===== config.mk =====
export PLATFORM = sky130hd
export DESIGN_NAME = dcache_profiler_flat
export DESIGN_NICKNAME = d
export VERILOG_FILES = /design/src/rtl/dcache_profiler_if.sv /design/src/rtl/dcache_profiler.sv /design/src/flat_wrapper.sv
export SDC_FILE = /design/constraint.sdc
export NUM_CORES = 1
export LEC_CHECK = 0
export ABC_AREA = 1
export CAP_MARGIN = 10
export CORE_UTILIZATION = 54
export CTS_BUF_LIST = sky130_fd_sc_hd__clkbuf_8
export DETAILED_ROUTE_END_ITERATION = 16
export GPL_TIMING_DRIVEN = 0
export PLACE_DENSITY = 0.83
export SYNTH_ARGS = -nofsm -noshare
export SYNTH_HDL_FRONTEND = slang
export SYNTH_SLANG_ARGS = --single-unit

===== constraint.sdc =====
create_clock -name clk_i -period 4.5 [get_ports clk_i]
set_input_delay 0.9 -clock clk_i [delete_from_list [all_inputs] [get_ports clk_i]]
set_output_delay 0.9 -clock clk_i [all_outputs]
set_load 0.03 [all_outputs]

===== src/rtl/dcache_profiler_if.sv =====
// Access-stream and result bundle between a CPU data-memory port and the cache profiler.
interface dcache_profiler_if;
  logic        req_valid_i;
  logic        req_ready_o;
  logic [31:0] req_addr_i;
  logic        req_write_i;
  logic        flush_i;
  logic        rsp_valid_o;
  logic        rsp_hit_o;
  logic        rsp_write_o;
  logic [31:0] rsp_addr_o;
  logic [31:0] hit_count_o;
  logic [31:0] miss_count_o;

  modport master (
    output req_valid_i, req_addr_i, req_write_i, flush_i,
    input  req_ready_o, rsp_valid_o, rsp_hit_o, rsp_write_o, rsp_addr_o,
           hit_count_o, miss_count_o
  );

  modport slave (
    input  req_valid_i, req_addr_i, req_write_i, flush_i,
    output req_ready_o, rsp_valid_o, rsp_hit_o, rsp_write_o, rsp_addr_o,
           hit_count_o, miss_count_o
  );
endinterface


===== src/rtl/dcache_profiler.sv =====
// Direct-mapped tag-only cache model that classifies each observed data access as hit or miss
// and keeps saturating hit/miss totals.
module dcache_profiler #(
  parameter int OFFSET_W = 4,
  parameter int INDEX_W  = 3,
  parameter int TAG_W    = 32 - OFFSET_W - INDEX_W
) (
  input logic              clk_i,
  input logic              rst_i,
  dcache_profiler_if.slave bus
);

  localparam int LINES = 1 << INDEX_W;

  typedef enum logic {FLUSH, READY} state_t;

  state_t             state;
  state_t             nextState;
  logic [INDEX_W-1:0] fidx;
  logic [TAG_W-1:0]   tagMem [LINES];
  logic [LINES-1:0]   validBits;

  logic [TAG_W-1:0]   reqTag;
  logic [INDEX_W-1:0] reqIndex;
  logic               accept;
  logic               lookupHit;

  assign reqTag    = bus.req_addr_i[31 -: TAG_W];
  assign reqIndex  = bus.req_addr_i[OFFSET_W +: INDEX_W];
  assign accept    = bus.req_valid_i && bus.req_ready_o;
  assign lookupHit = validBits[reqIndex] && (tagMem[reqIndex] == reqTag);

  // fidx rests at zero in READY so every walk starts from line 0.
  always_ff @(posedge clk_i) begin
    if (rst_i) begin
      state <= FLUSH;
      fidx  <= '0;
    end else begin
      state <= nextState;
      fidx  <= (state == FLUSH) ? fidx + INDEX_W'(1) : '0;
    end
  end

  always_comb begin
    nextState = state;
    case (state)
      FLUSH: if (fidx == INDEX_W'(LINES - 1)) nextState = READY;
      READY: if (bus.flush_i) nextState = FLUSH;
      default: nextState = FLUSH;
    endcase
  end

  always_comb begin
    bus.req_ready_o = (state == READY);
  end

  // A request accepted on the same edge as a flush allocates here; the walk then clears it.
  always_ff @(posedge clk_i) begin
    if (state == FLUSH) begin
      validBits[fidx] <= 1'b0;
    end else if (accept && !lookupHit) begin
      validBits[reqIndex] <= 1'b1;
      tagMem[reqIndex]    <= reqTag;
    end
  end

  always_ff @(posedge clk_i) begin
    if (rst_i) begin
      bus.rsp_valid_o  <= 1'b0;
      bus.rsp_hit_o    <= 1'b0;
      bus.rsp_write_o  <= 1'b0;
      bus.rsp_addr_o   <= '0;
      bus.hit_count_o  <= '0;
      bus.miss_count_o <= '0;
    end else begin
      bus.rsp_valid_o <= accept;
      if (accept) begin
        bus.rsp_hit_o   <= lookupHit;
        bus.rsp_write_o <= bus.req_write_i;
        bus.rsp_addr_o  <= bus.req_addr_i;
        if (lookupHit) begin
          if (bus.hit_count_o != 32'hFFFF_FFFF) bus.hit_count_o <= bus.hit_count_o + 32'd1;
        end else begin
          if (bus.miss_count_o != 32'hFFFF_FFFF) bus.miss_count_o <= bus.miss_count_o + 32'd1;
        end
      end
    end
  end

endmodule


===== src/flat_wrapper.sv =====
// flat-port wrapper written by rule: the top's interface ports become plain ports
module dcache_profiler_flat 
#(
  parameter int OFFSET_W = 4,
  parameter int INDEX_W  = 3,
  parameter int TAG_W    = 32 - OFFSET_W - INDEX_W
)
  (clk_i, rst_i, bus_req_valid_i, bus_req_addr_i, bus_req_write_i, bus_flush_i, bus_req_ready_o, bus_rsp_valid_o, bus_rsp_hit_o, bus_rsp_write_o, bus_rsp_addr_o, bus_hit_count_o, bus_miss_count_o);
  dcache_profiler_if bus_i ();
  input logic clk_i;
  input logic rst_i;
  input wire logic [$bits(bus_i.req_valid_i)-1:0] bus_req_valid_i;
  input wire logic [$bits(bus_i.req_addr_i)-1:0] bus_req_addr_i;
  input wire logic [$bits(bus_i.req_write_i)-1:0] bus_req_write_i;
  input wire logic [$bits(bus_i.flush_i)-1:0] bus_flush_i;
  output wire logic [$bits(bus_i.req_ready_o)-1:0] bus_req_ready_o;
  output wire logic [$bits(bus_i.rsp_valid_o)-1:0] bus_rsp_valid_o;
  output wire logic [$bits(bus_i.rsp_hit_o)-1:0] bus_rsp_hit_o;
  output wire logic [$bits(bus_i.rsp_write_o)-1:0] bus_rsp_write_o;
  output wire logic [$bits(bus_i.rsp_addr_o)-1:0] bus_rsp_addr_o;
  output wire logic [$bits(bus_i.hit_count_o)-1:0] bus_hit_count_o;
  output wire logic [$bits(bus_i.miss_count_o)-1:0] bus_miss_count_o;
  assign bus_i.req_valid_i = bus_req_valid_i;
  assign bus_i.req_addr_i = bus_req_addr_i;
  assign bus_i.req_write_i = bus_req_write_i;
  assign bus_i.flush_i = bus_flush_i;
  assign bus_req_ready_o = bus_i.req_ready_o;
  assign bus_rsp_valid_o = bus_i.rsp_valid_o;
  assign bus_rsp_hit_o = bus_i.rsp_hit_o;
  assign bus_rsp_write_o = bus_i.rsp_write_o;
  assign bus_rsp_addr_o = bus_i.rsp_addr_o;
  assign bus_hit_count_o = bus_i.hit_count_o;
  assign bus_miss_count_o = bus_i.miss_count_o;
  dcache_profiler #(.OFFSET_W(OFFSET_W), .INDEX_W(INDEX_W), .TAG_W(TAG_W)) u_core (.clk_i(clk_i), .rst_i(rst_i), .bus(bus_i));
endmodule

==> results <==
## metal layers
metal,part of all wire (%),up-vias
li1,-,6332
met1,40,6309
met2,47,721
met3,9.0,137
met4,3.8,0
met5,0,-
## cells in the mapped netlist, drive strengths merged
| cell type | count | area share (%) |
|---|---|---|
| nand2 | 563 | 14 |
| nor2 | 176 | 4.5 |
| edfxtp | 208 | 41 |
| ha | 4 | 0.33 |
| nor4 | 19 | 0.79 |
| nor3 | 27 | 0.89 |
| o21ai | 58 | 1.9 |
| or2 | 2 | 0.083 |
| buf | 44 | 1.7 |
| a22oi | 3 | 0.15 |
| clkinv | 2 | 0.058 |
| inv | 251 | 6.2 |
| nand4 | 79 | 3.3 |
| clkbuf | 36 | 0.89 |
| dfxtp | 103 | 14 |
| a21oi | 80 | 2.7 |
| nand3 | 106 | 3.6 |
| o21bai | 8 | 0.40 |
| nand3b | 1 | 0.050 |
| xnor2 | 16 | 0.93 |
| xor2 | 42 | 2.4 |
## worst max-delay path: stages
cell and delay (ns):
clkdlybuf4s50_1 0.62, nand2_4 0.28, clkinv_2 0.23, buf_4 0.26, nand3_1 0.09, nand2_1 0.07, nor3_1 0.37, nor2_1 0.09
nand3_1 0.08, nor2_1 0.05, nand2_1 0.11, nor2_4 0.10, nor2_1 0.24, inv_4 0.16, nor2_4 0.75
## through the flow
step	setup TNS (ns)	area [µm²]	worst slack, ns
4_1_cts	0	18300	0.196
3_3_place_gp	-461.82	16900	-2.93
2_1_floorplan	-13.00	15100	-0.104
5_1_grt	0	18300	0.132
6_report	0	18300	0.256
3_5_place_dp	-85.29	17100	-0.798
## cell type report
| cell class | instances | share of cell area (%) |
|---|---|---|
| multi-input cells | 1185 | 30.2 |
| plain buffers | 80 | 2.17 |
| flip-flops and latches | 311 | 45.5 |
| repair buffers | 150 | 8.32 |
| clock inverters | 36 | 1.64 |
| clock buffers | 58 | 4.37 |
| inverters | 253 | 5.22 |
| well taps | 372 | 2.55 |
## worst max path at each step
stage                           start                   end  slack [ns]  cells after the start
floorplan           bus_req_addr_i[6]   u_core.tagMem[6][0]       -0.10                     17
detailed placement  bus_req_addr_i[5]   u_core.tagMem[6][9]       -0.80                     17
global route        bus_req_addr_i[5]   u_core.tagMem[2][1]        0.13                     15
CTS                 bus_req_addr_i[5]  u_core.tagMem[4][13]        0.20                     15
finish              bus_req_addr_i[5]  u_core.tagMem[2][16]        0.26                     15
global placement    bus_req_addr_i[5]  u_core.tagMem[1][20]       -2.93                     15
## power by group
part	internal (mW)	total (mW)	switching, mW
sequential	3.07	3.08	0.0181
clock	1.48	2.65	1.17
combinational	0.121	0.400	0.278
## cell families after synthesis
group           after synthesis  share of synthesized area [%]
flops                       311                           55.0
xor+xnor                     58                           3.36
fa+ha+maj                     4                          0.331
simple gates                973                           27.2
compound gates              149                           5.12
buf+inv                     333                           8.92
## sequential cells by signal, indices dropped and copies added, names as in the netlist
| signal | flops |
|---|---|
| u_core.fidx | 3 |
| u_core.tagMem | 200 |
| u_core.bus.rsp_write_o | 1 |
| u_core.validBits | 8 |
| u_core.bus.miss_count_o | 32 |
| u_core.bus.rsp_hit_o | 1 |
| u_core.bus.rsp_addr_o | 32 |
| u_core.bus.hit_count_o | 32 |
| u_core.bus.rsp_valid_o | 1 |
| u_core.bus.req_ready_o | 1 |
## cells in the final DEF, fill, tap and decap left out, drive strengths merged, types with 8 or more instances in the layout
cell type | netlist | layout
xnor2 | 16 | 16
buf | 44 | 60
nand3 | 106 | 106
nor4 | 19 | 19
nand2 | 563 | 563
dfxtp | 103 | 103
o21bai | 8 | 8
edfxtp | 208 | 208
nand4 | 79 | 79
xor2 | 42 | 42
inv | 251 | 265
o21ai | 58 | 58
clkinv | 2 | 17
clkdlybuf4s50 | 0 | 134
clkbuf | 36 | 94
a21oi | 80 | 80
nor3 | 27 | 27
nor2 | 176 | 177
## what timing repair did
| action | 4_1_cts | 5_1_grt |
|---|---|---|
| endpoints found under the hold margin | 0 | 0 |
| setup endpoints to repair | 42 | 39 |
| pin swaps | 2 | 1 |
| gates cloned | 0 | 1 |
| gates resized for setup | 4 | 1 |
| buffers inserted | 3 | 0 |
==> out/results.ini <==
[outcome]
status = completed

[placement]
gp_congestion = 0.984
io_buffer_count = 134
dp_hpwl_um = 30800
place_inst = 2347

[route]
drtIter0Drc = 1382
vias = 13500
via_per_inst = 5.52
first_pass_iters = 6
drc_errors = 0
wirelength_um = 44300
post_drt_wl_per_cell_um = 18.1
drtAntennaViolNets = 0

[synthesis]
synth_warnings = 0
synth_cell_type_count = 31
syn-cell-area_mm2 = 0.0151
synth.avg_cell_area_um2 = 8.26
syn_nets = 1869
yosys_register_bits = 311
seq_area_frac_synth_pct = 55.0
syn_inst = 1828

[global_route]
grt_pass1_wl_um = 67900
grt_pass1_vias = 12700
grt_busiest_layer = met2
antenna_found_initial = 0
grt_use_total_pct = 30.7
use_met1_pct = 39.7
grt_max_degree = 26
grt_use_met3_pct = 6.02
use_met2_pct = 50.3
gr-total-overflow = 0

[die]
start_util_pct = 55.6
die_area_mm2 = 0.0286
rows = 60
die_w_um = 169
die_h_um = 169
pin_count = 137
core_area_mm2 = 0.0272

[worst_setup_path]
r2r_start = u_core.bus.req_ready_o
worstSetupEndpointType = flop
cp.arrival_ns = 4.44
reg2regPathDepth = 7
r2r-end = u_core.bus.rsp_addr_o[19]
critPathKind = primary input to flop
r2r_setup_slack_ns = 1.05
required_ns = 4.70
crit_path_max_fanout = 25
start_kind = primary input

[finish]
fin_nets = 2072
layout-drive-gt1-share_pct = 7.48
regArea_mm2 = 0.00831
finish.utilization_pct = 67.2
fillers = 2170
area_delta_synth_final_pct = 20.9
final_cell_count_no_fill = 2445
multiInputGateArea_mm2 = 0.00552
diodes = 0

[sta]
slew_violations = 0
fin_skew_ns = 0.0284
layout_min_cycle_time_ns = 4.24
fin_crit_sh_pct = 94.3
rsz0062_at_grt = false
tightest_slew_ns = 0.948
timing.fmax_mhz = 236
slew_headroom_pct = 36.6
hold_viol = 0
setup_viol = 0
hold_slack_ns = 0.486

[cts]
cts-htree-levels = 2
path_clk_slew_ns = 0.06
clockRootBuffer = clkbuf_8
cts_sinks = 311
cts_buffers = 50
holdBufCountCts = 0
insertion_delay_ns = 0.59
cts_max_path_buffers = 3
cts_tree = built

[min_path]
holdCritStartpoint = u_core.bus.rsp_addr_o[0]
min_to = u_core.bus.rsp_addr_o[0]
hold_path_depth = 2
min_path_type = flop to flop

[power]
power_mw = 6.13
p_leak_nw = 7.59
ir_worst_vdd_v = 0.000189
cellPowerDensity_mw_per_mm2 = 336

[job]
drv_cap = 0

Power figures use the tool's default switching activity.
